--- config.mk ---
export PLATFORM = sky130hd
export DESIGN_NAME = wb_arbiter
export DESIGN_NICKNAME = d
export VERILOG_FILES = /design/src/rtl/wb_arbiter.sv
export SDC_FILE = /design/constraint.sdc
export NUM_CORES = 1
export LEC_CHECK = 0
export BUFFER_PORTS_ARGS = -buffer_cell sky130_fd_sc_hd__buf_2
export CAP_MARGIN = 20
export CORE_UTILIZATION = 47
export CTS_BUF_LIST = sky130_fd_sc_hd__clkbuf_4
export CTS_CLUSTER_SIZE = 25
export DETAILED_ROUTE_END_ITERATION = 7
export HOLD_SLACK_MARGIN = 0.03
export PLACE_DENSITY = 0.95
export SETUP_SLACK_MARGIN = 0.4
export SYNTH_ARGS = -nofsm -noshare
export SYNTH_HDL_FRONTEND = slang
export SYNTH_SLANG_ARGS = --single-unit
--- constraint.sdc ---
create_clock -name clk -period 3.8 [get_ports clk]
set_input_delay 0.38 -clock clk [delete_from_list [all_inputs] [get_ports clk]]
set_output_delay 0.38 -clock clk [all_outputs]
set_load 0.02 [all_outputs]
--- src/rtl/wb_arbiter.sv ---
// Register-file write-port arbiter between the main pipeline and a multi-cycle unit.
// Pipeline wins by default; a starved multi-cycle result eventually forces a pipeline stall.
module wb_arbiter #(
   parameter int unsigned DATA_WIDTH    = 32,
   parameter int unsigned ADDRESS_WIDTH = 5,
   parameter int unsigned STARVE_LIMIT  = 4
) (
   input  logic                        clk,
   input  logic                        rst_n,
   input  logic                        pipe_valid,
   input  logic [ADDRESS_WIDTH-1:0]    pipe_addr,
   input  logic [DATA_WIDTH-1:0]       pipe_data,
   input  logic                        mc_issue,
   input  logic [ADDRESS_WIDTH-1:0]    mc_issue_addr,
   input  logic                        mc_valid,
   input  logic [ADDRESS_WIDTH-1:0]    mc_addr,
   input  logic [DATA_WIDTH-1:0]       mc_data,
   output logic                        mc_ready,
   output logic                        stall_req,
   output logic                        rf_write_en,
   output logic [ADDRESS_WIDTH-1:0]    rf_write_addr,
   output logic [DATA_WIDTH-1:0]       rf_write_data,
   output logic [2**ADDRESS_WIDTH-1:0] busy_mask
);

   localparam int unsigned NumRegs  = 2**ADDRESS_WIDTH;
   localparam int unsigned CntWidth = $clog2(STARVE_LIMIT + 1);
   localparam logic [CntWidth-1:0] CntLimit = CntWidth'(STARVE_LIMIT);

   typedef enum logic [1:0] {
      StIdle,
      StWait,
      StForce
   } state_e;

   state_e              r_state;
   logic [CntWidth-1:0] r_wait_cnt;
   logic                r_stall;
   logic [NumRegs-1:0]  r_busy;

   logic                w_force;
   logic                w_mc_ready;
   logic                w_xfer;
   logic                w_pipe_grant;
   logic                w_refused;
   logic [CntWidth-1:0] w_cnt_inc;
   logic                w_starved;
   logic [NumRegs-1:0]  w_busy_nxt;

   assign w_force      = (r_state == StForce);
   assign w_mc_ready   = w_force | ~pipe_valid;
   assign w_xfer       = mc_valid & w_mc_ready;
   assign w_pipe_grant = pipe_valid & ~w_force;
   assign w_refused    = mc_valid & ~w_mc_ready;

   // The refusal that moves IDLE->WAIT is counted too, so a limit of 1 forces on the next cycle.
   assign w_cnt_inc = (r_wait_cnt == CntLimit) ? r_wait_cnt : r_wait_cnt + CntWidth'(1);
   assign w_starved = (w_cnt_inc == CntLimit);

   always_comb begin
      rf_write_en   = 1'b0;
      rf_write_addr = '0;
      rf_write_data = '0;
      if (w_pipe_grant) begin
         rf_write_en   = (pipe_addr != '0);
         rf_write_addr = pipe_addr;
         rf_write_data = pipe_data;
      end else if (w_xfer) begin
         rf_write_en   = (mc_addr != '0);
         rf_write_addr = mc_addr;
         rf_write_data = mc_data;
      end
   end

   always_ff @(posedge clk or negedge rst_n) begin
      if (!rst_n) begin
         r_state    <= StIdle;
         r_wait_cnt <= '0;
         r_stall    <= 1'b0;
      end else begin
         unique case (r_state)
            StIdle: begin
               if (w_refused) begin
                  r_wait_cnt <= w_cnt_inc;
                  if (w_starved) begin
                     r_state <= StForce;
                     r_stall <= 1'b1;
                  end else begin
                     r_state <= StWait;
                  end
               end
            end
            StWait: begin
               if (w_xfer || !mc_valid) begin
                  r_state    <= StIdle;
                  r_wait_cnt <= '0;
               end else begin
                  r_wait_cnt <= w_cnt_inc;
                  if (w_starved) begin
                     r_state <= StForce;
                     r_stall <= 1'b1;
                  end
               end
            end
            StForce: begin
               // mc_ready is 1 here, so any valid result transfers this cycle.
               if (w_xfer || !mc_valid) begin
                  r_state    <= StIdle;
                  r_wait_cnt <= '0;
                  r_stall    <= 1'b0;
               end
            end
            default: begin
               r_state    <= StIdle;
               r_wait_cnt <= '0;
               r_stall    <= 1'b0;
            end
         endcase
      end
   end

   // Clear before set so a same-address issue and completion leaves the bit pending.
   always_comb begin
      w_busy_nxt = r_busy;
      if (w_xfer) begin
         w_busy_nxt[mc_addr] = 1'b0;
      end
      if (mc_issue) begin
         w_busy_nxt[mc_issue_addr] = 1'b1;
      end
      w_busy_nxt[0] = 1'b0;
   end

   always_ff @(posedge clk or negedge rst_n) begin
      if (!rst_n) begin
         r_busy <= '0;
      end else begin
         r_busy <= w_busy_nxt;
      end
   end

   assign mc_ready  = w_mc_ready;
   assign stall_req = r_stall;
   assign busy_mask = r_busy;

   stall_matches_force: assert property (@(posedge clk) disable iff (!rst_n)
      r_stall == (r_state == StForce));
   x0_never_busy: assert property (@(posedge clk) disable iff (!rst_n) r_busy[0] == 1'b0);

endmodule

Yosys cells after proc, flatten, opt, wreduce, memory -nomap -nowiden:

Index checks and enable logic that the tools add are counted.
Widths: inputs -> output; s select.

* add/subtract/negate cells: 1
* bitwise logic cells: 10
* multiplexer cells: 28
* equal/unequal tests: 8
* reduce and logical (&&, ||, !) cells: 10
* magnitude comparators: 4

Operators by type and width (number)
* $mux 32: 4
* $and 32x32->32: 1
* $not 32->32: 1
* $or 32x32->32: 1
* $lt 5x6->1 const B: 2
* $mux 3: 4
* $demux 1 s5: 2
* $ge 5x1->1 const B: 2
* $mux 2: 5
* $mux 5: 2
* $reduce_bool 5->1: 2
* $pmux 3 s3: 1
* $mux 1: 8
* $eq 3x3->1 const B: 2
* $pmux 2 s3: 1
* $reduce_and 3->1: 2
* $ne 2x2->1 const B: 2
* $add 3x1->3 const B: 1
* $and 1x1->1: 3
* $ne 3x3->1 const B: 1
* $not 1->1: 3
* $pmux 1 s3: 1
* $eq 2x1->1 const B: 1
* $eq 2x2->1 const B: 1
* 7 further kinds: 8

* input port bits: 84
* output and inout bits: 72
* logic and storage cells: 65
* bits in registers: 37

Depth between registers and ports, before layout:

Gate-level depths: netlist (run 1).

* depth after elaboration: 9
* mapped depth: 6
* gate-level depth less buffers: 5

Worst setup path after synthesis (run 1):

OpenSTA, ideal clock, no wires.

* path kind: register -> output
* from: register r_state[0]
* to: output rf_write_en
* arrival time: 1.539 ns
* cell stages (with the launch flop): 7
* path buffers: 3
* data required time: 3.420 ns
* slack: 1.881 ns
* cell sequence: dfrtp_1 > nand2b_1 > buf_6 > and2_4 > buf_6 > buf_6 > o21ai_0

* longest elaborated chain between the ends: 5
* elaborated cells between the ends (all ways): 7
* those cells by class: 1 x eq/ne; 2 x mux; 4 x bitwise

RTL lines
* start, declared: RTL line 36 `state_e r_state;`
* start signal, assigned: RTL line 77 `r_state <= StIdle;`
* start signal, assigned: RTL line 86 `r_state <= StForce;`
* start signal, assigned: RTL line 89 `r_state <= StWait;`
* $eq 2x2->1 (*): RTL line 50 `assign w_force = (r_state == StForce);`
* $or 1x1->1: RTL line 51 `assign w_mc_ready = w_force | ~pipe_valid;`
* $and 1x1->1: RTL line 52 `assign w_xfer = mc_valid & w_mc_ready;`
* $mux 1: RTL line 68 `end else if (w_xfer) begin`
* $mux 1 (*): RTL line 64 `if (w_pipe_grant) begin`
* end, declared: RTL line 20 `output logic rf_write_en,`

Mark *: on every way between the ends. The rest lies on a longest branch, timed or not.

Final worst setup path (run 1):

* from: register r_state[0]
* to: output rf_write_data[0]

* longest elaborated chain between the ends: 5
* elaborated cells between the ends (all ways): 7
* those cells by class: 1 x eq/ne; 2 x mux; 4 x bitwise

RTL lines
* $eq 2x2->1 (*): RTL line 50
* $or 1x1->1: RTL line 51
* $and 1x1->1: RTL line 52
* $mux 32: RTL line 68
* $mux 32 (*): RTL line 64
* end, declared: RTL line 22 `output logic [DATA_WIDTH-1:0] rf_write_data,`

Marked as above.

==> out/metrics.cfg, run 1 <==
[clock_tree]
numCtsBuffers = 5
numClockSinks = 37
cts_tree = done
cts.clk_slew.worst_paths_ns = 0.12
cts_max_path_buffers = 2
cts-htree-levels = 2
holdBufCountCts = 0
cts_resized = 0
clk_latency_ns = 0.36
post_cts.repair.setup_buffers = 0
cts_root_buf = clkbuf_4

[sta]
hold_viol = 0
slew_headroom_pct = 31.2
fmax_mhz = 359
fin_crit_ns = 2.79
setup_violations = 0
setup_tns_ns = 0
slew_violations = 0
min_period_over_period_pct = 73.3
skew_ns = 0.0155
rsz0062_at_grt = false
holdWs_ns = 0.0949
tightest_slew_ns = 1.03

[grt]
grt_busiest_layer = met2
overflow = 0
grt_first_pass_wirelength_um = 12100
grt_max_degree = 40
grt_pass1_vias = 2391
met3_usage_pct = 7.08
grt_use_total_pct = 30.7
antenna_found_initial = 0
gr-usage-met2_pct = 52.0
met1_usage_pct = 37.2

[synthesis]
ys_warn_count = 0
synth_largest_area_cell = dfrtp_1
syn-num-nets = 331
yosys-top-cells-count = 38 x a22o_1, 37 x dfrtp_1, 36 x inv_1
synth_edf_count = 0
syn_area_sq_mm = 0.00231
synth_cells = 245
synth_async_sr_flop_share_pct = 100
ys_seq_area_share_pct = 40.1
synth_area_per_cell_sq_um = 9.42
synth_cell_type_count = 38
yosys-top-cells-area = dfrtp_1 40%, a22o_1 14%, a22oi_1 9.4%, o21ai_0 7.2%, inv_1 5.9%
synth.top_cell.area_share_pct = 40.1
ys.flop_type = dfrtp_1
synth_seq_cells = 37
yosysMostFrequentCell = a22o_1

[layout]
drive_gt1_share_pct = 43.1
multi_input_area_sq_mm = 0.00115
n_fill_cell = 385
antenna_cells = 0
seqCellArea_sq_um = 926
area_delta_synth_final_pct = 36.7
layout.nets = 477

[placed_design]
detailed_place_hpwl_um = 6050
port_buffers = 154
gp_congestion = 0.901

[critical_path]
end_kind = primary output
crit_type = reg2out
cp_data_arrival_time_ns = 2.41
cp-start-kind = flop
cp_max_fo = 36
cp_data_required_time_ns = 3.42

[detailed_routing]
drtPass1Iterations = 5
wl_um = 8000
wl_per_cell_um = 17.4
via_per_inst = 5.65
drc = 0
drt_iter0_markers = 152
ant_nets = 0
via_count = 2593

[job]
cap_violations = 0

[die]
dieArea_sq_mm = 0.00519
rows = 25
dieHeight_um = 72.1
core_area_sq_mm = 0.00472
initial_core_util_pct = 48.8
die_x_um = 72.1
ios = 156

[power]
power_density_mw_per_mm2 = 347
peakVddDrop_v = 0.000322
power_leakage_nw = 1.79

[status]
status = finished, final reports clean

[hold_path]
hp-class = in2async

cell type report:
class | instances | area share (%)
clock buffers | 6 | 1.43
clock inverters | 2 | 1.23
inverters | 36 | 4.28
multi-input cells | 157 | 36.6
flip-flops and latches | 37 | 29.4
well taps | 67 | 2.66
repair buffers | 154 | 24.4
metal layers:
metal | vias up | share of wire, %
met4 | 0 | 3.5
met2 | 140 | 50
met5 | - | 0
li1 | 1209 | -
met1 | 1222 | 39
met3 | 22 | 7.5
sequential cells by signal, summed over array words and instances (netlist names):
register	flops
busy_mask	31
r_state	2
stall_req	1
r_wait_cnt	3
power breakdown:
group	total (mW)	switching, mW	internal (mW)
Clock	0.284	0.136	0.147
Sequential	0.434	0.0185	0.416
Combinational	0.376	0.224	0.152
Total	1.09	0.379	0.715
through the flow:
step | area, sq um | power (mW) | util [%] | setup WS, ns | std cells
4_1_cts | 3150 | 1.10 | 66.8 | 1.04 | 459
6_report | 3150 | 1.09 | 66.8 | 1.01 | 459
3_5_place_dp | 3070 | 0.814 | 65.0 | 1.44 | 451
5_1_grt | 3150 | 1.14 | 66.8 | 0.897 | 459
2_1_floorplan | 2310 | 0.680 | - | 1.88 | 245
3_3_place_gp | 3070 | 0.807 | 65.0 | 1.48 | 451
cell families (layout without fill, tap and decap cells):
| group | after synthesis | after routing | share of synthesized area, % |
|---|---|---|---|
| compound gates | 119 | 119 | 38.2 |
| buf+inv | 51 | 198 | 9.82 |
| simple gates | 35 | 35 | 10.6 |
| fa+ha+maj | 2 | 2 | 1.08 |
| other cells | 1 | 1 | 0.163 |
| flops | 37 | 37 | 40.1 |
worst max-delay path: stages (launching register included):
cell and delay [ns]:
dfrtp_1 0.38, nand2b_1 0.35, a21oi_4 0.81, a22o_1 0.32, buf_2 0.19
path summary, 6_finish.rpt:
path / start / end / slack, ns / depth (start not counted)
max: r_state[0]$_DFFE_PN0P_ / rf_write_data[0] / 1.01 / 4
min: rst_n / busy_mask[4]$_DFF_PN0_ / 0.09 / 1
max reg2reg: r_state[0]$_DFFE_PN0P_ / busy_mask[13]$_DFF_PN0_ / 1.76 / 3
min reg2reg: stall_req$_DFFE_PN0P_ / stall_req$_DFFE_PN0P_ / 0.53 / 1
max in group asynchronous: rst_n / r_state[1]$_DFFE_PN0P_ / 3.18 / 1
min in group clk: mc_addr[0] / busy_mask[28]$_DFF_PN0_ / 0.42 / 3
layout by cell type (no fill, tap or decap), types with 3 or more instances in the layout:
| master | netlist | final |
|---|---|---|
| buf_2 | 4 | 154 |
| a22o_1 | 38 | 38 |
| dfrtp_1 | 37 | 37 |
| inv_1 | 36 | 36 |
| o21ai_0 | 33 | 33 |
| a22oi_1 | 29 | 29 |
| and3b_1 | 6 | 6 |
| clkbuf_4 | 0 | 6 |
| a211oi_1 | 5 | 5 |
| a21oi_1 | 5 | 5 |
| nor3b_1 | 4 | 4 |
| nand3b_1 | 4 | 4 |
| nand2b_1 | 3 | 3 |
| nand2_1 | 3 | 3 |
| or3b_2 | 3 | 3 |
No activity file was read; power rests on OpenSTA's default activity.
==> run 2, diff against run 1 <==
CORE_UTILIZATION = 43   (was 47)
PLACE_DENSITY = 0.92   (was 0.95)
clock period = 2.72 ns   (was 3.8 ns; I/O delays follow)
==> out/metrics.cfg, run 2 (same netlist as run 1, synthesis figures left out) <==
[die]
dieHeight_um = 75.3  ; was 72.1 um
core_area_sq_mm = 0.00514  ; was 0.00472 sq mm
ios = 156  ; unchanged
initial_core_util_pct = 44.9  ; was 48.8%
rows = 26  ; was 25
dieArea_sq_mm = 0.00566  ; was 0.00519 sq mm
die_x_um = 75.3  ; was 72.1 um

[grt]
grt_first_pass_wirelength_um = 12000  ; was 12100 um
overflow = 0  ; unchanged
grt_max_degree = 38  ; was 40
grt_use_total_pct = 29.1  ; was 30.7%
antenna_found_initial = 0  ; unchanged
grt_pass1_vias = 2419  ; was 2391

[clock_tree]
cts-htree-levels = 2  ; unchanged
cts_tree = done  ; unchanged
cts_root_buf = clkbuf_4  ; unchanged
numClockSinks = 37  ; unchanged
clk_latency_ns = 0.35  ; was 0.36 ns
post_cts.repair.setup_buffers = 0  ; unchanged
cts_max_path_buffers = 2  ; unchanged
cts.clk_slew.worst_paths_ns = 0.11  ; was 0.12 ns
numCtsBuffers = 5  ; unchanged

[critical_path]
end_kind = primary output  ; unchanged
cp-start-kind = flop  ; unchanged
crit_type = reg2out  ; unchanged
r2r_slack_ns = 0.90  ; was 1.76 ns
cp_data_required_time_ns = 2.45  ; was 3.42 ns
cp_data_arrival_time_ns = 1.92  ; was 2.41 ns
cp_max_fo = 36  ; unchanged

[placed_design]
gp_congestion = 0.817  ; was 0.901
detailed_place_hpwl_um = 6190  ; was 6050 um
port_buffers = 154  ; unchanged

[layout]
seqCellArea_sq_um = 926  ; unchanged
drive_gt1_share_pct = 44.0  ; was 43.1%
area_delta_synth_final_pct = 40.0  ; was 36.7%
largest_reg_flops = 31  ; unchanged
n_fill_cell = 438  ; was 385
multi_input_area_sq_mm = 0.00116  ; was 0.00115 sq mm
mostFrequentLayoutCell = buf_2  ; unchanged
layout_common_cells = 154 x buf_2, 38 x a22o_1, 37 x dfrtp_1  ; unchanged
antenna_cells = 0  ; unchanged
layout.nets = 483  ; was 477

[sta]
skew_ns = 0.0146  ; was 0.0155 ns
tightest_slew_ns = 0.830  ; was 1.03 ns
setup_tns_ns = 0  ; unchanged
slew_violations = 0  ; unchanged
slew_headroom_pct = 44.7  ; was 31.2%
hold_viol = 0  ; unchanged
fmax_mhz = 457
rsz0062_at_grt = false  ; unchanged
fin_crit_ns = 2.19
min_period_over_period_pct = 80.4
setup_violations = 0  ; unchanged

[detailed_routing]
drt_iter0_markers = 137  ; was 152
drtPass1Iterations = 4  ; was 5
wl_um = 8410  ; was 8000 um
ant_nets = 0  ; unchanged
drc = 0  ; unchanged
via_per_inst = 5.74  ; was 5.65
wl_per_cell_um = 18.0  ; was 17.4 um
via_count = 2688  ; was 2593

[power]
power_leakage_nw = 1.83  ; was 1.79 nW
p_total_mw = 1.63  ; was 1.09 mW
power_density_mw_per_mm2 = 504  ; was 347 mW/mm^2
peakVddDrop_v = 0.000292  ; was 0.000322 V

[status]
status = finished, final reports clean  ; unchanged

[hold_path]
hp-class = in2reg  ; was in2async

[job]
cap_violations = 0  ; unchanged

==> run 2: cell count changes in the layout (fill, tap and decap cells not counted) <==
| cell | previous run | this run |
|---|---|---|
| dlygate4sd3_1 | 0 | 1 |
| buf_6 | 0 | 1 |
| buf_4 | 0 | 3 |
| and2_2 | 0 | 1 |
| nand2b_1 | 3 | 2 |
| clkinv_4 | 1 | 0 |
| clkinv_2 | 0 | 1 |
| bufinv_16 | 1 | 2 |
| nand2b_2 | 0 | 1 |
| clkbuf_4 | 6 | 5 |
==> run 2: power breakdown <==
part / internal [mW] / switching, mW / leakage, nW
Combinational: 0.219 / 0.325 / 1.42
Clock: 0.285 / 0.188 / 0.0552
Sequential: 0.581 / 0.0302 / 0.352
Total: 1.08 / 0.543 / 1.83
==> run 2: critical path, cell delays in order (launching register included) <==
cell	delay [ns]
dfrtp_1	0.39
nand2b_2	0.30
a21oi_4	0.20
buf_6	0.26
a22o_1	0.23
buf_2	0.19
==> run 2: cell type report <==
| type | count | share of cell area [%] |
|---|---|---|
| well taps | 70 | 2.71 |
| clock buffers | 5 | 1.16 |
| repair buffers | 159 | 25.2 |
| flip-flops and latches | 37 | 28.7 |
| clock inverters | 3 | 2.01 |
| multi-input cells | 158 | 36.1 |
| inverters | 36 | 4.18 |
==> run 2: worst paths after layout <==
path / cells after the start / from / endpoint
hold / removal: 3 / mc_addr[0] / busy_mask[28]$_DFF_PN0_
setup / recovery: 5 / r_state[0]$_DFFE_PN0P_ / rf_write_data[11]
min in group asynchronous: 2 / rst_n / busy_mask[18]$_DFF_PN0_
hold reg to reg: 2 / busy_mask[17]$_DFF_PN0_ / busy_mask[17]$_DFF_PN0_
max in group asynchronous: 2 / rst_n / r_wait_cnt[2]$_DFFE_PN0P_
setup reg to reg: 5 / r_wait_cnt[0]$_DFFE_PN0P_ / stall_req$_DFFE_PN0P_
==> run 2: metrics by stage <==
| stage | cell area [sq um] | hold WS [ns] | setup WS [ns] | cells | util [%] |
|---|---|---|---|---|---|
| 5_1_grt | 3230 | 0.315 | 0.436 | 468 | 62.9 |
| 3_5_place_dp | 3100 | 0.414 | 0.776 | 458 | 60.4 |
| 3_3_place_gp | 3100 | 0.406 | 0.807 | 458 | 60.4 |
| 4_1_cts | 3230 | 0.309 | 0.428 | 468 | 62.8 |
| 6_report | 3230 | 0.325 | 0.533 | 468 | 62.9 |
| 2_1_floorplan | 2310 | -0.0236 | 0.909 | 245 | - |
==> run 2: layer usage <==
layer | vias up | global-route usage (%) | routed length [um]
met2 | 157 | 51.0 | 4260
met1 | 1282 | 33.4 | 3050
li1 | 1223 | - | -
met3 | 26 | 6.56 | 791
met5 | - | 0 | 0
met4 | 0 | 14.6 | 300
==> run 2: repair_timing <==
action,in CTS,in global routing
pin swaps,1,0
cloned,1,0
hold buffers,1,0
setup endpoints to repair,4,37
hold endpoints to repair,29,0
resized for setup,1,1
==> run 3, diff against run 2 <==
clock period = 2.05 ns   (was 2.72 ns; I/O delays follow)
==> out/metrics.cfg, run 3 (same netlist as run 1, synthesis figures left out) <==
[clock_tree]
cts.clk_slew.worst_paths_ns = 0.12  ; was 0.11 ns
cts_root_buf = clkbuf_4  ; unchanged
cts_tree = done  ; unchanged
numCtsBuffers = 5  ; unchanged
cts_max_path_buffers = 2  ; unchanged
numClockSinks = 37  ; unchanged
clk_latency_ns = 0.34  ; was 0.35 ns
cts-htree-levels = 2  ; unchanged

[detailed_routing]
drtPass1Iterations = 4  ; unchanged
drc = 0  ; unchanged
dr.max_layer_used = met4  ; unchanged
via_per_inst = 5.65  ; was 5.74
drt_iter0_markers = 133  ; was 137
wl_met1_um = 3150  ; was 3050 um
wl_met2_um = 4500  ; was 4260 um
route.met3.wl_um = 719  ; was 791 um
ant_nets = 0  ; unchanged
wl_um = 8650  ; was 8410 um
via_count = 2718  ; was 2688
wl_per_cell_um = 18.0  ; about the same

[grt]
grt_use_total_pct = 29.1  ; about the same
grt_max_degree = 38  ; unchanged
antenna_found_initial = 0  ; unchanged
grt_pass1_vias = 2507  ; was 2419
grt_first_pass_wirelength_um = 12100  ; was 12000 um
overflow = 0  ; unchanged

[die]
rows = 26  ; unchanged
initial_core_util_pct = 44.9  ; unchanged
dieHeight_um = 75.3  ; unchanged
core_area_sq_mm = 0.00514  ; unchanged
ios = 156  ; unchanged
dieArea_sq_mm = 0.00566  ; unchanged
die_x_um = 75.3  ; unchanged

[sta]
fmax_mhz = 556
tightest_slew_ns = 0.822  ; was 0.830 ns
rsz0062_at_grt = true  ; was false
min_period_over_period_pct = 87.7
slew_headroom_pct = 45.2  ; was 44.7%
setup_tns_ns = 0  ; unchanged
slew_violations = 0  ; unchanged
holdWs_ns = 0.281  ; was 0.325 ns
hold_viol = 0  ; unchanged
skew_ns = 0.0137  ; was 0.0146 ns
setup_violations = 0  ; unchanged
fin_crit_ns = 1.80

[layout]
drive_gt1_share_pct = 46.2  ; was 44.0%
seqCellArea_sq_um = 926  ; unchanged
largest_reg_flops = 31  ; unchanged
n_fill_cell = 426  ; was 438
area_delta_synth_final_pct = 48.3  ; was 40.0%
multi_input_area_sq_mm = 0.00119  ; was 0.00116 sq mm
layout.nets = 496  ; was 483
antenna_cells = 0  ; unchanged
layout_common_cells = 124 x buf_2, 39 x buf_4, 37 x a22o_1, 37 x dfrtp_1, 36 x inv_1  ; was 154 x buf_2, 38 x a22o_1, 37 x dfrtp_1
mostFrequentLayoutCell = buf_2  ; unchanged
stdcell_count = 481  ; was 468

[critical_path]
cp-start-kind = flop  ; unchanged
cp_data_required_time_ns = 1.85  ; was 2.45 ns
end_kind = primary output  ; unchanged
cp_max_fo = 9  ; was 36
cp_data_arrival_time_ns = 1.59  ; was 1.92 ns
crit_type = reg2out  ; unchanged

[status]
status = finished, final reports clean  ; unchanged

[placed_design]
detailed_place_hpwl_um = 6090  ; was 6190 um
gp_congestion = 0.848  ; was 0.817
port_buffers = 154  ; unchanged
post-place-cells = 460  ; was 458

[hold_path]
hp-class = in2reg  ; unchanged

[power]
power_density_mw_per_mm2 = 591  ; was 504 mW/mm^2
peakVddDrop_v = 0.000384  ; was 0.000292 V
power_leakage_nw = 1.91  ; was 1.83 nW

[job]
cap_violations = 0  ; unchanged

==> run 3: cell types whose count changed in the layout (fill, tap and decap cells not counted), moves of 2 or more <==
cell       change
buf_4         +36
bufinv_16      -2
buf_6          +4
buf_2         -30
==> run 3: per-layer routing <==
metal	up-vias	track usage, %
met4	0	14.0
li1	1260	-
met3	21	6.96
met5	-	0
met1	1310	32.2
met2	127	52.5
==> run 3: stage by stage <==
step | total power [mW] | setup slack (ns) | utilization [%] | cell area (sq um)
2_1_floorplan | 1.26 | 0.464 | - | 2310
3_3_place_gp | 1.50 | 0.400 | 60.9 | 3130
3_5_place_dp | 1.53 | 0.375 | 60.9 | 3130
4_1_cts | 2.00 | 0.242 | 65.5 | 3370
5_1_grt | 2.13 | 0.166 | 66.6 | 3420
6_report | 2.02 | 0.252 | 66.6 | 3420
==> run 3: final cells by class <==
type | instances | area share, %
Sequential cell | 37 | 27.1
Timing Repair Buffer | 171 | 30.0
Clock inverter | 3 | 0.512
Tap cell | 70 | 2.56
Multi-Input combinational cell | 159 | 34.8
Clock buffer | 5 | 1.10
Inverter | 36 | 3.95
==> run 3: worst paths after layout <==
| kind | from | to | slack (ns) | cells after the start |
|---|---|---|---|---|
| max | r_state[0]$_DFFE_PN0P_ | rf_write_data[28] | 0.25 | 4 |
| min | mc_addr[0] | busy_mask[4]$_DFF_PN0_ | 0.28 | 3 |
| max reg2reg | r_state[0]$_DFFE_PN0P_ | busy_mask[20]$_DFF_PN0_ | 0.48 | 4 |
| min reg2reg | busy_mask[27]$_DFF_PN0_ | busy_mask[27]$_DFF_PN0_ | 0.55 | 2 |
| max in group asynchronous | rst_n | r_state[0]$_DFFE_PN0P_ | 0.99 | 2 |
| min in group asynchronous | rst_n | busy_mask[9]$_DFF_PN0_ | 0.53 | 2 |
==> run 3: where the power goes <==
part	switching, mW	internal [mW]
sequential	0.0337	0.771
clock	0.248	0.129
combinational	0.456	0.385
total	0.737	1.29
==> run 3: critical path: stages, from the launching register on <==
cell and delay [ns]:
dfrtp_1 0.40, nand2b_4 0.17, and2_2 0.28, a22o_1 0.26, buf_4 0.16
==> run 3: what timing repair did <==
action	CTS	global route
cloned	2	2
hold buffers	1	0
setup endpoints to repair	42	43
hold endpoints to repair	37	0
resized for setup	33	9
pin swaps	3	4
setup buffers	7	1
